### src/rtl/xbar_pkt_ser_pkg.sv
// xbar_pkt_ser_pkg: shared types and constants for the crossbar packet serializer
package xbar_pkt_ser_pkg;
  localparam int XBAR_PORTS = 8;
  typedef enum logic [2:0] {SER_IDLE, SER_START, SER_DATA, SER_PARITY, SER_STOP} ser_state_e;
  function automatic int ser_frame_bits(int data_w, int parity_en);
    return data_w + 2 + parity_en;
  endfunction
endpackage

### src/rtl/xbar_pkt_ser_if.sv
// xbar_pkt_ser_if: parallel word handshake in, serial lanes and status out
interface xbar_pkt_ser_if import xbar_pkt_ser_pkg::*; #(
  parameter int CHANNELS = XBAR_PORTS,
  parameter int DATA_W = 8
);
  logic [CHANNELS-1:0] in_valid;
  logic [CHANNELS-1:0] in_ready;
  logic [CHANNELS*DATA_W-1:0] in_data;
  logic [CHANNELS-1:0] serial_out;
  logic [CHANNELS-1:0] busy;
  logic bit_tick;
  modport master (output in_valid, in_data, input in_ready, serial_out, busy, bit_tick);
  modport slave (input in_valid, in_data, output in_ready, serial_out, busy, bit_tick);
endinterface

### src/rtl/xbar_ser_chan.sv
// xbar_ser_chan: one lane's word FIFO, shift register and framing FSM
module xbar_ser_chan import xbar_pkt_ser_pkg::*; #(
  parameter int DATA_W = 8,
  parameter int FIFO_DEPTH = 4,
  parameter int PARITY_EN = 1
)(
  input  logic clk,
  input  logic rst,
  input  logic bit_tick,
  input  logic valid,
  input  logic [DATA_W-1:0] data,
  output logic ready,
  output logic serial_out,
  output logic busy
);
  localparam int AW = $clog2(FIFO_DEPTH);
  localparam int IW = DATA_W > 1 ? $clog2(DATA_W) : 1;
  localparam logic [IW-1:0] ILAST = IW'(DATA_W - 1);
  logic [DATA_W-1:0] mem [FIFO_DEPTH];
  logic [AW:0] wptr, rptr;
  logic [DATA_W-1:0] sh, sh_n, head;
  logic [IW-1:0] idx, idx_n;
  logic par, par_n, so_n, pop, push, empty;
  ser_state_e state, state_n;
  // extra pointer MSB distinguishes full from empty when the indices match
  assign empty = wptr == rptr;
  assign ready = !(wptr[AW] != rptr[AW] && wptr[AW-1:0] == rptr[AW-1:0]);
  assign push = valid && ready;
  assign head = mem[rptr[AW-1:0]];
  assign busy = state != SER_IDLE;
  assign pop = bit_tick && !empty && (state == SER_IDLE || state == SER_STOP);
  always_ff @(posedge clk)
    if (push) mem[wptr[AW-1:0]] <= data;
  always_ff @(posedge clk or posedge rst)
    if (rst) begin
      wptr <= '0;
      rptr <= '0;
      state <= SER_IDLE;
      sh <= '0;
      idx <= '0;
      par <= 1'b0;
      serial_out <= 1'b1;
    end else begin
      wptr <= wptr + (AW+1)'(push);
      rptr <= rptr + (AW+1)'(pop);
      state <= state_n;
      sh <= sh_n;
      idx <= idx_n;
      par <= par_n;
      serial_out <= so_n;
    end
  // parity is latched at load because the shift register loses the word
  always_comb begin
    state_n = state;
    sh_n = sh;
    idx_n = idx;
    par_n = par;
    so_n = serial_out;
    if (pop) begin
      sh_n = head;
      par_n = ^head;
      so_n = 1'b0;
      state_n = SER_START;
    end else if (bit_tick) begin
      case (state)
        SER_START: begin
          so_n = sh[0];
          idx_n = '0;
          state_n = SER_DATA;
        end
        SER_DATA: begin
          if (idx != ILAST) begin
            sh_n = sh >> 1;
            so_n = sh[1];
            idx_n = idx + 1'b1;
          end else begin
            so_n = PARITY_EN != 0 ? par : 1'b1;
            state_n = PARITY_EN != 0 ? SER_PARITY : SER_STOP;
          end
        end
        SER_PARITY: begin
          so_n = 1'b1;
          state_n = SER_STOP;
        end
        SER_STOP: begin
          so_n = 1'b1;
          state_n = SER_IDLE;
        end
        default: ;
      endcase
    end
  end
endmodule

### src/rtl/xbar_pkt_ser.sv
// xbar_pkt_ser: shared bit-rate divider feeding CHANNELS independent lane serializers
module xbar_pkt_ser import xbar_pkt_ser_pkg::*; #(
  parameter int CHANNELS = XBAR_PORTS,
  parameter int DATA_W = 8,
  parameter int FIFO_DEPTH = 4,
  parameter int DIV = 10,
  parameter int PARITY_EN = 1
)(
  input logic clk,
  input logic rst,
  xbar_pkt_ser_if.slave bus
);
  localparam int CW = DIV > 1 ? $clog2(DIV) : 1;
  localparam logic [CW-1:0] LAST = CW'(DIV - 1);
  logic [CW-1:0] cnt;
  logic tick;
  always_ff @(posedge clk or posedge rst)
    if (rst) cnt <= '0;
    else cnt <= cnt == LAST ? '0 : cnt + 1'b1;
  assign tick = !rst && cnt == LAST;
  assign bus.bit_tick = tick;
  for (genvar c = 0; c < CHANNELS; c++) begin : g_chan
    xbar_ser_chan #(
      .DATA_W(DATA_W),
      .FIFO_DEPTH(FIFO_DEPTH),
      .PARITY_EN(PARITY_EN)
    ) u_chan (
      .clk(clk),
      .rst(rst),
      .bit_tick(tick),
      .valid(bus.in_valid[c]),
      .data(bus.in_data[c*DATA_W +: DATA_W]),
      .ready(bus.in_ready[c]),
      .serial_out(bus.serial_out[c]),
      .busy(bus.busy[c])
    );
  end
endmodule

### src/flat_wrapper.sv
// flat-port wrapper written by rule: the top's interface ports become plain ports
module xbar_pkt_ser_flat import xbar_pkt_ser_pkg::*;
#(
  parameter int CHANNELS = XBAR_PORTS,
  parameter int DATA_W = 8,
  parameter int FIFO_DEPTH = 4,
  parameter int DIV = 10,
  parameter int PARITY_EN = 1
)
  (clk, rst, bus_in_valid, bus_in_data, bus_in_ready, bus_serial_out, bus_busy, bus_bit_tick);
  xbar_pkt_ser_if #(.CHANNELS(CHANNELS), .DATA_W(DATA_W)) bus_i ();
  input logic clk;
  input logic rst;
  input wire logic [$bits(bus_i.in_valid)-1:0] bus_in_valid;
  input wire logic [$bits(bus_i.in_data)-1:0] bus_in_data;
  output wire logic [$bits(bus_i.in_ready)-1:0] bus_in_ready;
  output wire logic [$bits(bus_i.serial_out)-1:0] bus_serial_out;
  output wire logic [$bits(bus_i.busy)-1:0] bus_busy;
  output wire logic [$bits(bus_i.bit_tick)-1:0] bus_bit_tick;
  assign bus_i.in_valid = bus_in_valid;
  assign bus_i.in_data = bus_in_data;
  assign bus_in_ready = bus_i.in_ready;
  assign bus_serial_out = bus_i.serial_out;
  assign bus_busy = bus_i.busy;
  assign bus_bit_tick = bus_i.bit_tick;
  xbar_pkt_ser #(.CHANNELS(CHANNELS), .DATA_W(DATA_W), .FIFO_DEPTH(FIFO_DEPTH), .DIV(DIV), .PARITY_EN(PARITY_EN)) u_core (.clk(clk), .rst(rst), .bus(bus_i));
endmodule
### config.mk
export PLATFORM = sky130hd
export DESIGN_NAME = xbar_pkt_ser_flat
export DESIGN_NICKNAME = d
export VERILOG_FILES = /design/src/rtl/xbar_pkt_ser_pkg.sv /design/src/rtl/xbar_pkt_ser_if.sv /design/src/rtl/xbar_ser_chan.sv /design/src/rtl/xbar_pkt_ser.sv /design/src/flat_wrapper.sv
export SDC_FILE = /design/constraint.sdc
export NUM_CORES = 1
export LEC_CHECK = 0
export CAP_MARGIN = 0
export CORE_ASPECT_RATIO = 0.7
export CORE_MARGIN = 2
export CORE_UTILIZATION = 45
export CTS_CLUSTER_SIZE = 28
export DETAILED_ROUTE_END_ITERATION = 16
export PLACE_DENSITY = 0.65
export SYNTH_ARGS = -nofsm -noshare
export SYNTH_HDL_FRONTEND = slang
export SYNTH_HIERARCHICAL = 1
export SYNTH_SLANG_ARGS = --single-unit
### constraint.sdc
create_clock -name clk -period 3.45 [get_ports clk]
set_input_delay 0.345 -clock clk [delete_from_list [all_inputs] [get_ports clk]]
set_output_delay 0.345 -clock clk [all_outputs]
set_load 0.05 [all_outputs]
* Word-level counts from Yosys, hierarchy flattened
Memories as Yosys holds them, arrays and structs flattened.
Index checks and enable logic that the tools add are counted.
** Operators by class
- Mux-type cells :: 129
- Order comparisons :: 0
- Bitwise operators :: 8
- Multipliers :: 0
- Reduce and logical (&&, ||, !) cells :: 170
- Div/mod/pow operators :: 0
- Add/sub/neg operators :: 25
- Equal/unequal tests :: 81
- Shift operators :: 0
** Operators with widths (number)
- $mux W8 :: 32
- $mux W3 :: 32
- $pmux W3 S4 :: 8
- $reduce_bool A2 Y1 :: 32
- $reduce_xor A8 Y1 :: 8
- $add A3 B1 Y3 :: 16
- $eq A3 B2 Y1 const B :: 16
- $ne A3 B3 Y1 const B :: 16
- $pmux W3 S2 :: 8
- $reduce_and A3 Y1 :: 16
- $mux W1 :: 40
- $reduce_bool A5 Y1 :: 8
- $logic_and A1 B1 Y1 :: 33
- $reduce_and A4 Y1 :: 8
- $reduce_bool A4 Y1 :: 8
- $add A3 B1 Y3 const B :: 8
- $eq A3 B1 Y1 const B :: 8
- $eq A3 B3 Y1 :: 8
- $eq A3 B3 Y1 const B :: 8
- $logic_not A3 Y1 :: 8
- $pmux W1 S3 :: 8
- $reduce_bool A3 Y1 :: 8
- $logic_not A1 Y1 :: 17
- $eq A2 B2 Y1 :: 8
- other kinds (9) :: 51
** Word-level totals
- Bits in read-only memories :: 0
- Bits in writable memories :: 256
- Register bits after elaboration :: 180
- Bits of input ports :: 74
- Latch bits :: 0
- Output and inout port bits :: 25
- Memories :: 8
** Memories
- u_core.g_chan[0].u_chan.mem :: depth 4, width 8, read ports 1, clocked after memory_dff 0, wr ports 1, RTL line xbar_ser_chan.sv:19 : logic [DATA_W-1:0] mem [FIFO_DEPTH];
- u_core.g_chan[1].u_chan.mem :: depth 4, width 8, read ports 1, clocked after memory_dff 0, wr ports 1, RTL line xbar_ser_chan.sv:19
- u_core.g_chan[2].u_chan.mem :: depth 4, width 8, read ports 1, clocked after memory_dff 0, wr ports 1, RTL line xbar_ser_chan.sv:19
- u_core.g_chan[3].u_chan.mem :: depth 4, width 8, read ports 1, clocked after memory_dff 0, wr ports 1, RTL line xbar_ser_chan.sv:19
- u_core.g_chan[4].u_chan.mem :: depth 4, width 8, read ports 1, clocked after memory_dff 0, wr ports 1, RTL line xbar_ser_chan.sv:19
- u_core.g_chan[5].u_chan.mem :: depth 4, width 8, read ports 1, clocked after memory_dff 0, wr ports 1, RTL line xbar_ser_chan.sv:19
- +2 memories

* Logic depth before layout (Yosys ltp)
- Depth in word-level cells :: 6
- Mapped depth :: 9
- Depth with buffers taken out :: 8

* By module
Netlist, hierarchy kept.
** By module, submodules not included
- xbar_ser_chan at u_core.g_chan[0].u_chan ... :: area an instance 2381.0 µm², seq. area each 1512.7 µm², cells each 174, times used 3
- xbar_ser_chan at u_core.g_chan[2].u_chan ... :: area an instance 2349.8 µm², seq. area each 1512.7 µm², cells each 162, times used 2
- xbar_ser_chan at u_core.g_chan[7].u_chan :: area an instance 2382.3 µm², seq. area each 1512.7 µm², cells each 165, times used 1
- xbar_ser_chan at u_core.g_chan[3].u_chan :: area an instance 2337.2 µm², seq. area each 1512.7 µm², cells each 158, times used 1
- xbar_ser_chan at u_core.g_chan[6].u_chan :: area an instance 2334.7 µm², seq. area each 1512.7 µm², cells each 161, times used 1
- xbar_pkt_ser :: area an instance 177.7 µm², seq. area each 100.1 µm², cells each 17, times used 1

* Least setup slack after synthesis
No wires, ideal clock.
- Kind :: flip-flop to flip-flop
- Start point :: register u_core.cnt[1]
- End point :: register u_core.g_chan[3].u_chan.rptr[2]
- Cell stages (with the launch flop) :: 9
- Data arrival time :: 4.126 ns
- Path buffers :: 1
- Library setup time :: 0.079 ns
- Period minus slack after synthesis :: 4.206 ns
- Slack :: -0.756 ns
- Data required time :: 3.371 ns
- Path through :: dfrtp_1 nand2b_1 nor3b_2 or3b_2 a31oi_2 buf_4 ha_1 ha_1 xor2_1
** On the way
- Longest elaborated chain between the ends :: 5
** RTL lines
- start: declaration :: RTL line xbar_pkt_ser.sv:15 : logic [CW-1:0] cnt;
- start signal: assignment :: RTL line xbar_pkt_ser.sv:19 : else cnt <= cnt == LAST ? '0 : cnt + 1'b1;
- $eq A4 B4 Y1 :: RTL line xbar_pkt_ser.sv:20 : assign tick = !rst && cnt == LAST;
- $logic_and A1 B1 Y1 :: RTL line xbar_pkt_ser.sv:20
- via bus_bit_tick :: RTL line flat_wrapper.sv:19 : output wire logic [$bits(bus_i.bit_tick)-1:0] bus_bit_tick;
- $logic_and A1 B1 Y1 (2 in a row) :: RTL line xbar_ser_chan.sv:31 : assign pop = bit_tick && !empty && (state == SER_IDLE || state == SER_STOP);
- $add A3 B1 Y3 :: RTL line xbar_ser_chan.sv:45 : rptr <= rptr + (AW+1)'(pop);
- end signal: assignment :: RTL line xbar_ser_chan.sv:45
- end: declaration :: RTL line xbar_ser_chan.sv:20 : logic [AW:0] wptr, rptr;
The timed path passes the listed nets, and every way through them passes these cells.
A chain may end at the register's enable or synchronous reset.

* Worst setup path in the final report
- Start point :: register u_core.g_chan[2].u_chan.rptr[0]
- End point :: output port bus_in_ready[2]
** On the way
- Longest elaborated chain between the ends :: 3
** RTL lines
- start: declaration :: RTL line xbar_ser_chan.sv:20
- start signal: assignment :: RTL line xbar_ser_chan.sv:45
- $eq A2 B2 Y1 :: RTL line xbar_ser_chan.sv:27 : assign ready = !(wptr[AW] != rptr[AW] && wptr[AW-1:0] == rptr[AW-1:0]);
- $logic_and A1 B1 Y1 :: RTL line xbar_ser_chan.sv:27
- $logic_not A1 Y1 :: RTL line xbar_ser_chan.sv:27
- end: declaration :: RTL line flat_wrapper.sv:16 : output wire logic [$bits(bus_i.in_ready)-1:0] bus_in_ready;
Every way passes these cells.

==> metrics.md <==
| Metric | Value |
|---|---|
| Post-synth top area cell | `edfxtp_1` |
| Top sig layer | `met5` |
| Initial Util | `45.3%` |
| Io pins | `slightly below 100` |
| Synth top cells by count | `edfxtp_1, dfrtp_1, nand2_1` |
| Worst vdd ir | `roughly 0.44 mV` |
| WP data arrival | `2.62 ns` |
| Share of cells above drive strength 1 | `roughly an eighth` |
| Worst Clk Skew | `~0.024 ns` |
| Initial antenna violation count | `4` |
| Die width | `approximately 250 µm` |
| Detailed placement HPWL | `between 20,000 and 25,000 µm` |
| Placer Congestion | `about 0.77` |
| Final Critical Period | `just under 3 ns` |
| CTS max path bufs | `3` |
| DIE HEIGHT | `roughly 180 µm` |
| Worst-path fanout max | `10` |
| Metal-1 WL | `17,300 µm` |
| Count leader, synth | `edfxtp_1` |
| Post-synth EDFFs | `between 200 and 300` |
| Warnings, synthesis | `6` |
| Hold-fix buffers, CTS | `0` |
| Period utilization | `85.9%` |
| Number of I/O port buffers | `between 90 and 100` |
| Synth-to-Final Area Change | `16.1%` |
| Post-Synthesis Cell Area | `roughly 19,000 µm²` |
| Lkg Pwr | `about 8.6 nW` |
| CTS Buf Count | `43` |
| Post-synthesis cell count | `1,347` |
| Wire length on met2 | `between 15,000 and 20,000 µm` |
| Fmax | `~0.34 GHz` |
| Share of synthesized registers carrying an async set or reset | `between 40% and 50%` |
| CTS tree | `done` |
| Drt pass-1 iters | `5` |
| Post-route ant nets | `0` |
| Outcome | `complete, no violations` |
| Core Rows | `between 60 and 70` |
| Placeable Area | `42,100 µm²` |
| Grt ovf | `0` |
| Post-route DRC violation count | `0` |
| First DRT Iteration DRCs | `slightly below 900` |
| Clock Sink Count | `436` |
| Register bit total from synthesis | `between 400 and 500` |
| Least-Margin Pin Slew | `0.893 ns` |
| Vias in the first global route | `11,000` |
| PD cells | `889 nW/µm²` |
| Synth Flop Type | `edfxtp_1` |
| Worst min-delay path class | `primary input to asynchronous set/reset pin` |
| Die Area | `44,100 µm²` |
| Placed cells | `1,976` |
| Number of setup violations in the final report | `0` |
| Final Hold Vio Count | `0` |
| Fillers | `approximately 3,500` |
| H-tree depth | `2` |
| Data required time of the critical path | `around 3.1 ns` |
| Unique cell type count in the Yosys netlist | `51` |
| Synth top area cells | `edfxtp_1, dfrtp_1, mux4_2` |
| Via/cell ratio | `approximately 5.3` |
| GRT Overall Usage | `between 15 and 20%` |
| RSZ-0062 raised after global routing | `false` |
| Worst-Skew Late Latency | `around 0.56 ns` |
| Largest net degree at the start of global routing | `48` |
| Final cell count without fillers | `slightly above 2,000` |
| Drt wl/cell | `approximately 17 µm` |
| Root buf cell | `clkbuf_16` |
| Post-CTS Setup Bufs | `0` |
| Worst-path clk slew | `roughly 0.060 ns` |
| CP Capture Type | `output pin` |
| Drt total wl | `about 36,000 µm` |
| Post-cts sizing count | `0` |
| First-pass GRT wire length | `roughly 58,000 µm` |
| Slew Limit Fails | `0` |
| Max capacitance violation total | `0` |
| Via count | `10,900` |
| Syn Nets | `between 1,000 and 1,500` |
| Crit Path Class | `register to output pin` |
| Nets | `around 1,600` |
| Sequential share of the synthesized area | `64.0%` |
| Slew HR | `40.4%` |
| Nature of the critical path startpoint | `register` |
| Top cell type's share of synthesized area | `between 40% and 50%` |
| Syn avg cell area | `14.2 µm²` |
| Total negative slack | `0 ns` |
| WL met3 | `~1300 µm` |
## flip-flops by register name (all words and copies together) (netlist names)
name,count
u_core/g_chan.u_chan/rptr,24
u_core/cnt,4
u_core/g_chan.u_chan/sh,64
u_core/g_chan.u_chan/idx,24
u_core/g_chan.u_chan/mem,256
u_core/g_chan.u_chan/state,24
u_core/g_chan.u_chan/serial_out,8
u_core/g_chan.u_chan/wptr,24
u_core/g_chan.u_chan/par,8
## layer usage
layer | track usage [%] | vias to the layer above
met5 | 0 | -
met1 | 23.7 | 5467
met4 | 3.99 | 4
met3 | 3.33 | 52
met2 | 25.7 | 152
li1 | - | 5227
## per-stage QoR
stage / instance area, µm² / utilization (%) / hold slack [ns] / setup slack, ns / power, mW
2_1_floorplan: 19100 / - / 0.111 / 0.0188 / 13.5
3_3_place_gp: 20700 / 49.2 / 0.467 / 0.577 / 15.0
3_5_place_dp: 20700 / 49.2 / 0.466 / 0.525 / 15.2
4_1_cts: 22100 / 52.6 / 0.300 / 0.413 / 20.0
5_1_grt: 22100 / 52.6 / 0.304 / 0.316 / 21.0
6_report: 22100 / 52.6 / 0.302 / 0.487 / 19.7
## cells in the final DEF (no fill, tap or decap), drive strengths merged, types with 4 or more instances in the layout
| master | synthesis | routed |
|---|---|---|
| a22o | 21 | 21 |
| nor2 | 47 | 47 |
| or3 | 8 | 8 |
| o22ai | 10 | 10 |
| a32oi | 6 | 6 |
| ha | 44 | 44 |
| mux2i | 45 | 45 |
| dfstp | 8 | 8 |
| a22oi | 13 | 13 |
| edfxtp | 256 | 256 |
| clkbuf | 30 | 56 |
| nand3 | 4 | 4 |
| a211oi | 6 | 6 |
| clkinv | 0 | 15 |
| nor3 | 20 | 20 |
| nand2b | 15 | 15 |
| inv | 39 | 41 |
| clkinvlp | 0 | 4 |
| xor2 | 41 | 41 |
| xnor2 | 68 | 68 |
| nand2 | 157 | 157 |
| clkdlybuf4s50 | 0 | 97 |
| o21ai | 95 | 95 |
| and2 | 7 | 7 |
| dfrtp | 172 | 172 |
| and3 | 14 | 14 |
| mux2 | 8 | 8 |
| a31oi | 17 | 17 |
| nor2b | 38 | 38 |
| a21oi | 26 | 26 |
| nor3b | 20 | 20 |
| buf | 25 | 35 |
| mux4 | 64 | 64 |
## layout make-up
type	instances	area [µm²]	area share, %
Tap cell	552	691	3.12
Inverter	39	146	0.661
Sequential cell	436	12200	55.1
Timing Repair Buffer	132	1250	5.63
Multi-Input combinational cell	817	6440	29.1
Clock inverter	24	226	1.02
Antenna cell	2	5.00	0.0226
Clock buffer	56	1180	5.31
## cells by family (layout without fill, tap and decap cells)
| kind of cell | count (synthesis) | count (layout) | synth area share, % |
|---|---|---|---|
| buf+inv | 94 | 251 | 2.33 |
| flops | 436 | 436 | 64.0 |
| simple gates | 339 | 339 | 8.61 |
| xor+xnor | 109 | 109 | 5.00 |
| mux | 117 | 117 | 10.5 |
| fa+ha+maj | 44 | 44 | 2.89 |
| other cells | 0 | 2 | 0 |
| compound gates | 208 | 208 | 6.73 |
## report_power, final
group          internal [mW]  total (mW)  switching, mW
registers               7.09        8.32           1.22
logic                   3.19        6.71           3.53
clock network           2.65        4.66           2.00
total                   12.9        19.7           6.75
## final timing paths
path | endpoint | startpoint | slack (ns) | depth (start not counted)
worst max-delay path | bus_in_ready[2] | u_core/g_chan[2].u_chan/rptr[0]$_DFF_PP0_ | 0.49 | 4
worst min-delay path | u_core/cnt[0]$_DFF_PP0_ | rst | 0.30 | 3
worst max register to register | u_core/g_chan[2].u_chan/sh[0]$_DFFE_PP0P_ | u_core/cnt[2]$_DFF_PP0_ | 0.78 | 7
worst min register to register | u_core/g_chan[7].u_chan/wptr[2]$_DFF_PP0_ | u_core/g_chan[7].u_chan/wptr[2]$_DFF_PP0_ | 0.48 | 1
max in group asynchronous | u_core/g_chan[0].u_chan/sh[5]$_DFFE_PP0P_ | rst | 2.28 | 3
min in group clk | u_core/g_chan[1].u_chan/mem[2][4]$_DFFE_PP_ | bus_in_data[12] | 0.41 | 1
## worst max-delay path, stage by stage, from the launching register on
cell and delay, ns:
dfrtp_1 0.73, xor2_1 0.29, nor2_1 0.08, nand2_1 0.14
clkdlybuf4s50_1 0.83
No activity file was read; power rests on OpenSTA's default activity.
